File: src/rtl/id_stage_pkg.sv
// Shared decode-stage definitions: reset constants, instruction field ranges
// and immediate-extension codes used by id_stage and its register file.
package id_stage_pkg;

  localparam logic [31:0] PC_INIT_DEF   = 32'h0000_3000;
  localparam logic [31:0] NOP_INSTR_DEF = 32'h0000_0000;

  localparam int unsigned RS_HI  = 25;
  localparam int unsigned RS_LO  = 21;
  localparam int unsigned RT_HI  = 20;
  localparam int unsigned RT_LO  = 16;
  localparam int unsigned IMM_HI = 15;
  localparam int unsigned IMM_LO = 0;

  typedef enum logic [1:0] {
    EXT_ZERO     = 2'b00,
    EXT_SIGN     = 2'b01,
    EXT_LUI      = 2'b10,
    EXT_ZERO_ALT = 2'b11
  } ext_op_e;

  function automatic logic [31:0] extend_imm(input logic [15:0] imm, input ext_op_e op);
    logic [31:0] res;
    case (op)
      EXT_SIGN: res = {{16{imm[15]}}, imm};
      EXT_LUI:  res = {imm, 16'h0000};
      default:  res = {16'h0000, imm};
    endcase
    return res;
  endfunction

endpackage

File: src/rtl/id_stage_grf.sv
// 32x32 general register file: two combinational read ports with W->D bypass,
// one write port, async reset; $0 is never written.
module id_stage_grf (
  input  logic        clk,
  input  logic        rst,
  input  logic        we,
  input  logic [4:0]  waddr,
  input  logic [31:0] wdata,
  input  logic [31:0] pc,
  input  logic [4:0]  raddr_a,
  input  logic [4:0]  raddr_b,
  output logic [31:0] rdata_a,
  output logic [31:0] rdata_b
);

  logic [31:0] regs_q [32];
  logic [31:0] regs_d [32];
  logic        wr_en;

  assign wr_en = we && (waddr != 5'd0);

  always_comb begin
    regs_d = regs_q;
    if (wr_en) regs_d[waddr] = wdata;
  end

  always_ff @(posedge clk or posedge rst) begin
    if (rst) regs_q <= '{default: '0};
    else     regs_q <= regs_d;
  end

  // Bypass is suppressed during reset so operands read zero while it is held.
  always_comb begin
    rdata_a = regs_q[raddr_a];
    rdata_b = regs_q[raddr_b];
    if (wr_en && !rst && (waddr == raddr_a)) rdata_a = wdata;
    if (wr_en && !rst && (waddr == raddr_b)) rdata_b = wdata;
  end

`ifndef SYNTHESIS
  always_ff @(posedge clk) begin
    if (!rst && wr_en) $display("@%h: $%d <= %h", pc, waddr, wdata);
  end
`endif

endmodule

File: src/rtl/id_stage.sv
// Decode stage: IF/ID register (stall > flush > load), register file with
// bypass, immediate extender and branch/jump feedback to the IFU.
module id_stage
  import id_stage_pkg::*;
#(
  parameter logic [31:0] PC_INIT   = PC_INIT_DEF,
  parameter logic [31:0] NOP_INSTR = NOP_INSTR_DEF
) (
  input  logic        clk,
  input  logic        reset,
  input  logic        stall,
  input  logic        flush,
  input  logic [31:0] instr_f,
  input  logic [31:0] pc_and_4_f,
  input  logic [1:0]  ext_op,
  input  logic        we_w,
  input  logic [4:0]  waddr_w,
  input  logic [31:0] wdata_w,
  input  logic [31:0] pc_w,
  output logic [31:0] instr_d,
  output logic [31:0] pc_and_4_d,
  output logic [31:0] rs_data,
  output logic [31:0] rt_data,
  output logic [31:0] imm_ext,
  output logic        ifzero,
  output logic [31:0] ra_addr
);

  logic [31:0] instr_d_q, instr_d_d;
  logic [31:0] pc_and_4_d_q, pc_and_4_d_d;

  always_comb begin
    instr_d_d    = instr_d_q;
    pc_and_4_d_d = pc_and_4_d_q;
    if (!stall) begin
      if (flush) begin
        instr_d_d = NOP_INSTR;
      end else begin
        instr_d_d    = instr_f;
        pc_and_4_d_d = pc_and_4_f;
      end
    end
  end

  always_ff @(posedge clk or posedge reset) begin
    if (reset) begin
      instr_d_q    <= NOP_INSTR;
      pc_and_4_d_q <= PC_INIT + 32'd4;
    end else begin
      instr_d_q    <= instr_d_d;
      pc_and_4_d_q <= pc_and_4_d_d;
    end
  end

  assign instr_d    = instr_d_q;
  assign pc_and_4_d = pc_and_4_d_q;

  id_stage_grf u_grf (
    .clk     (clk),
    .rst     (reset),
    .we      (we_w),
    .waddr   (waddr_w),
    .wdata   (wdata_w),
    .pc      (pc_w),
    .raddr_a (instr_d_q[RS_HI:RS_LO]),
    .raddr_b (instr_d_q[RT_HI:RT_LO]),
    .rdata_a (rs_data),
    .rdata_b (rt_data)
  );

  assign imm_ext = extend_imm(instr_d_q[IMM_HI:IMM_LO], ext_op_e'(ext_op));
  assign ifzero  = (rs_data == rt_data);
  assign ra_addr = rs_data;

endmodule
File: config.mk
export PLATFORM = sky130hd
export DESIGN_NAME = id_stage
export DESIGN_NICKNAME = d
export VERILOG_FILES = /design/src/rtl/id_stage_pkg.sv /design/src/rtl/id_stage_grf.sv /design/src/rtl/id_stage.sv
export SDC_FILE = /design/constraint.sdc
export NUM_CORES = 2
export LEC_CHECK = 0
export ABC_AREA = 0
export CORE_MARGIN = 2
export CORE_UTILIZATION = 60
export DETAILED_ROUTE_END_ITERATION = 16
export GPL_ROUTABILITY_DRIVEN = 0
export PLACE_DENSITY = 0.8
export SLEW_MARGIN = 0
export SYNTH_ARGS = -nofsm -noshare
export SYNTH_HDL_FRONTEND = slang
export SYNTH_HIERARCHICAL = 1
export SYNTH_SLANG_ARGS = --single-unit
export TNS_END_PERCENT = 50
File: constraint.sdc
create_clock -name clk -period 88.3 [get_ports clk]
set_clock_uncertainty 0.15 [all_clocks]
set_input_delay 22.075 -clock clk [delete_from_list [all_inputs] [get_ports clk]]
set_output_delay 22.075 -clock clk [all_outputs]
set_load 0.005 [all_outputs]
Yosys cells after proc, flatten, opt, wreduce, memory -nomap -nowiden
Index checks and enable logic that the tools add are counted.
{"block": "op_classes", "order_cmp": 4, "n_eq_ne": 5, "mux": 13, "bitwise": 5, "reduce_logical": 8}
{"cell": "$bwmux 1024", "n": 1}
{"cell": "$bmux 32 s5", "n": 2}
{"cell": "$mux 32", "n": 8}
{"cell": "$demux 32 s5", "n": 1}
{"cell": "$pmux 32 s2", "n": 1}
{"cell": "$eq 32x32->1", "n": 1}
{"cell": "$ge 6x6->1 const B", "n": 3}
{"cell": "$not 5->6", "n": 3}
{"cell": "$eq 5x5->1", "n": 2}
{"cell": "$lt 6x1->1 const B", "n": 1}
{"cell": "$logic_and 1x1->1", "n": 5}
{"cell": "$reduce_bool 5->1", "n": 1}
{"cell": "$eq 2x1->1 const B", "n": 1}
{"cell": "$eq 2x2->1 const B", "n": 1}
{"cell": "$not 1->1", "n": 2}
{"cell": "$reduce_and 2->1", "n": 1}
{"cell": "$logic_not 1->1", "n": 1}
{"block": "word_totals", "regBits": 1088, "inputBits": 140, "output_inout_bits": 193, "word_cells": 69}

Depth between registers and ports, before layout
{"block": "logic_depth", "ltp_word": 6, "mapped_depth": 13, "ltp_nobuf": 9}

Cells and area by module
Netlist, hierarchy kept.
{"mod": "id_stage_grf", "n_inst": 1, "cells_per_inst": 3459, "area_each_um2": 53337.4, "seq_area_each_um2": 25624.6}
{"mod": "id_stage", "n_inst": 1, "cells_per_inst": 277, "area_each_um2": 3419.5, "seq_area_each_um2": 1605.3}

Worst setup path after synthesis
No wires, ideal clock.
{"block": "synth_timing", "path_kind": "input to output", "startpoint": "in reset", "endpoint": "out ifzero", "arrival_time_ps": 48659, "required_time_ps": 66075, "setup_slack_ps": 17416, "cell_stages": 10, "path_buffers": 2, "cell_sequence": "inv_1 > o311ai_0 > or4_1 > buf_2 > buf_2 > mux2_2 > xor2_1 > nor4_1 > nand4_1 > nor2_1"}
{"block": "synth_between", "elab_chain_cells": 5, "word_cells_on_any_way": 7, "cone_classes": "eq/ne (1); mux (2); reduce/logical (4)"}
{"element": "start, declared", "line": "id_stage.sv:10", "rtl": "input logic reset,"}
{"element": "$logic_not 1->1 (no line)"}
{"element": "$logic_and 1x1->1 (2 in series)", "line": "id_stage_grf.sv:37", "rtl": "if (wr_en && !rst && (waddr == raddr_b)) rdata_b = wdata;"}
{"element": "$mux 32", "line": "id_stage_grf.sv:37"}
{"element": "via rt_data[27]", "line": "id_stage.sv:23", "rtl": "output logic [31:0] rt_data,"}
{"element": "$eq 32x32->1", "line": "id_stage.sv:72", "rtl": "assign ifzero = (rs_data == rt_data);"}
{"element": "end, declared", "line": "id_stage.sv:25", "rtl": "output logic ifzero,"}
The timed path passes the listed nets, and every way through them passes these cells.

Final worst setup path
{"block": "layout_timing", "startpoint": "in waddr_w[2]", "endpoint": "out ifzero"}
{"block": "layout_between", "elab_chain_cells": 6, "word_cells_on_any_way": 10, "cone_classes": "eq/ne (3); mux (2); reduce/logical (5)"}
{"element": "start, declared", "line": "id_stage.sv:17", "rtl": "input logic [4:0] waddr_w,"}
{"element": "$reduce_bool 5->1", "line": "id_stage_grf.sv:20", "rtl": "assign wr_en = we && (waddr != 5'd0);"}
{"element": "$logic_and 1x1->1", "line": "id_stage_grf.sv:20"}
{"element": "$logic_and 1x1->1", "line": "id_stage_grf.sv:36, id_stage_grf.sv:37"}
{"element": "$logic_and 1x1->1, on equally long branches", "line": "id_stage_grf.sv:36, id_stage_grf.sv:37"}
{"element": "$mux 32, on equally long branches", "line": "id_stage_grf.sv:36, id_stage_grf.sv:37"}
{"element": "$eq 32x32->1 *", "line": "id_stage.sv:72"}
Mark *: on every way between the ends. The rest lies on a longest branch, timed or not.

==> reports/results.txt <==
Run status - finished clean
Worst Hold Class - register to register
Worst Tran Pin Value - 1090 ps
Post-CTS Setup Repair Bufs - 0
Register area share after synthesis - 48.0%
Crit. path cell count - 11
Critical path endpoint category - output pin
FMAX - 20.2 MHz
Hold path depth - 0
CP most frequent cell - clkdlybuf4s50_1
Post-CTS Hold Fix Bufs - 0
Post-synth top area share - 47.8%
CTS resizes - 0
Peak supply drop - 0.0000182 V
Syn nets - 3,878
Violation count after the first detailed-route iteration - 4,059
Setup Viol. Count Final - 0
P&R area growth vs syn - 13.1%
LEAKAGE - 0.0272 µW
CTS root buffer - clkbuf_16
Syn Inst Count - 3,736
Global-route wire length before repair - 251 mm
Initial Util - 60.7%
Slew Limit Fails - 0
Worst path arrival time - 27,300 ps
Crit Path Max Fanout - 33
EDFF count, synth - 0
Max Root-Sink Buffers - 3
Mapped Area - 56,800 µm²
Chip Width - 312 µm
Crit Path Category - primary input to output pin
Via count - 37,000
Delay-heaviest family, CP - buffers and inverters
Worst path cell trace - clkdlybuf4s50_1, or3_1, o311ai_0, or4_2, buf_4, mux2_2, xor2_1, nor4_1, nand4_1, nor2_1, clkdlybuf4s50_1
Final ANT Viol Nets - 0
Post-Layout Cell Count - 5,136
Reg2Reg Depth - 2
RSZ-0062 raised after global routing - false
Number of vias per cell - 7.20
WP data required - 66,070 ps
Site Rows - 112
Syn Area/Cell - 15.2 µm²
Initial antenna violation count - 9
Placeable Area - 93,500 µm²
CP max-delay cell - clkdlybuf4s50_1
DP Area - 60,100 µm²
Share of post-route cells with drive strength above 1 - 49.0%
Nets@finish - 3,925
DP HPWL - 91.1 mm
H-Tree Depth - 3
DP Cell Count - 4,922
Pin count of the biggest net entering global routing - 169
Maxcap violations - 0
GR Overflow Total - 0
Tmin final - 49,520 ps
Clk slew on worst S/H paths - 60 ps
Fillers - 6,248
Post-synthesis cell type count - 51
CP peak stage delay - 810 ps
Worst-Skew Late Latency - 670 ps
Final hold violation count - 0
CTS sink count - 1,088
Ys flop type - dfrtp_1
Area leader, netlist - dfrtp_1
PwrDens - 23.4 nW/µm²
Setup TNS - 0 ps
Yosys reg bits - 1,088
FFs w/ async S/R, synth - 100%
Port Buf Inserts - 300
Vias in the first global route - 38,400
# IOs - 333
Die Span Y - 312 µm
Area contributors post-synth - dfrtp_1 48%, mux4_2 20%, mux2_2 20%, o22ai_1 2.7%, buf_2 1.4%
Initial DRT Pass Iterations - 7
DRC violations left - 0
CTS tree - built
Crit start category - primary input
Worst rel slew slack - 26.6%
CTS buffer count - 113
Period utilisation layout - 56.1%
Post-DR wirelength/cell - 32.8 µm
Buf/Inv on CP - 3
Hold Worst Slack - 241 ps
Synthesis warning total - 6
Die Area - 97,100 µm²
Gr usage total - 35.1%
Fin area - 64,200 µm²
Wirelength, routed - 169 mm
cell type report:
class | count | area (µm²) | area share [%]
Sequential cell | 1088 | 27200 | 42.4
Clock buffer | 167 | 3450 | 5.37
Tap cell | 1254 | 1570 | 2.44
Multi-Input combinational cell | 2183 | 27600 | 42.9
Clock inverter | 44 | 624 | 0.973
Inverter | 7 | 33.8 | 0.0526
Antenna cell | 3 | 7.51 | 0.0117
Timing Repair Buffer | 390 | 3720 | 5.79
placed cells by master, fill, tap and decap left out, types with 3 or more instances in the layout:
cell,count
a21oi_1,15
a22o_1,31
and2b_1,9
and2b_2,3
buf_12,3
buf_4,87
bufinv_16,15
clkbuf_1,17
clkbuf_16,117
clkbuf_8,33
clkdlybuf4s50_1,300
clkinv_2,24
clkinv_4,3
dfrtp_1,1081
dfrtp_4,4
dfstp_2,3
diode_2,3
inv_1,5
mux2_2,1016
mux2_4,29
mux2i_1,12
mux4_2,510
nand2_1,57
nand2_2,17
nand2_4,3
nand3_1,6
nand3_2,3
nand3b_1,10
nand4b_4,3
nor2_1,8
nor2_4,13
nor2b_1,6
nor3b_1,4
nor4_1,68
o21ai_0,41
o22ai_1,249
xnor2_1,8
xor2_1,34
path summary, 6_finish.rpt:
path                                                 from  slack, ps                              to
hold / removal             u_grf/regs_q[1020]$_DFFE_PP0P_        240  u_grf/regs_q[1020]$_DFFE_PP0P_
setup reg to reg                  instr_d[16]$_DFFE_PP0N_      86060         instr_d[16]$_DFFE_PP0N_
max in group asynchronous                           reset      62950   u_grf/regs_q[581]$_DFFE_PP0P_
setup / recovery                               waddr_w[2]      38780                          ifzero
min in group asynchronous                           reset      21830   u_grf/regs_q[957]$_DFFE_PP0P_
hold reg to reg            u_grf/regs_q[1020]$_DFFE_PP0P_        240  u_grf/regs_q[1020]$_DFFE_PP0P_
synthesized netlist by cell type (4+ instances only):
library cell,number
and2b_1,9
nor3b_1,4
buf_1,56
mux4_2,510
nand2_2,12
nor2_1,20
o21ai_0,41
mux2_2,1016
nand2_1,65
buf_2,157
buf_4,39
o22ai_1,249
nand3_1,9
a22o_1,31
inv_1,7
nor4_1,68
xor2_1,34
a21oi_1,15
nand3b_1,10
mux2i_1,12
dfrtp_1,1085
xnor2_1,8
clkbuf_1,198
nor2b_1,6
mux2_4,29
registers in the layout (all words and copies together) (netlist names):
signal and count:
u_grf/regs_q 1024, pc_and_4_d 32, instr_d 32
per-stage QoR:
step	power [µW]	util [%]	setup WS, ps
2_1_floorplan	884	-	17420
5_1_grt	1560	68.7	38600
3_5_place_dp	988	64.3	38960
6_report	1500	68.7	38780
3_3_place_gp	969	64.3	38880
4_1_cts	1500	68.7	38930
power by group:
part           switching, µW  leakage [µW]  internal, µW
clock                    204       0.00203           313
sequential              71.3        0.0139           591
combinational            130        0.0112           195
cell families (layout without fill, tap and decap cells):
family / after synthesis / count (layout) / synth area share, %
fa+ha+maj: 2 / 2 / 0.0441
flops: 1088 / 1088 / 48.0
simple gates: 228 / 228 / 2.32
buf+inv: 465 / 608 / 3.80
other cells: 0 / 3 / 0
compound gates: 343 / 343 / 3.82
xor+xnor: 42 / 42 / 0.648
mux: 1568 / 1568 / 41.4
per-layer routing:
layer | vias to the layer above | share of wire (%) | global-route usage, %
met5 | - | 0.041 | 0
met4 | 12 | 6.0 | 18.3
met3 | 596 | 10 | 8.14
met2 | 2044 | 47 | 54.2
met1 | 19700 | 37 | 46.8
li1 | 14600 | - | -
Note: power is estimated with default switching activity, not from simulation.
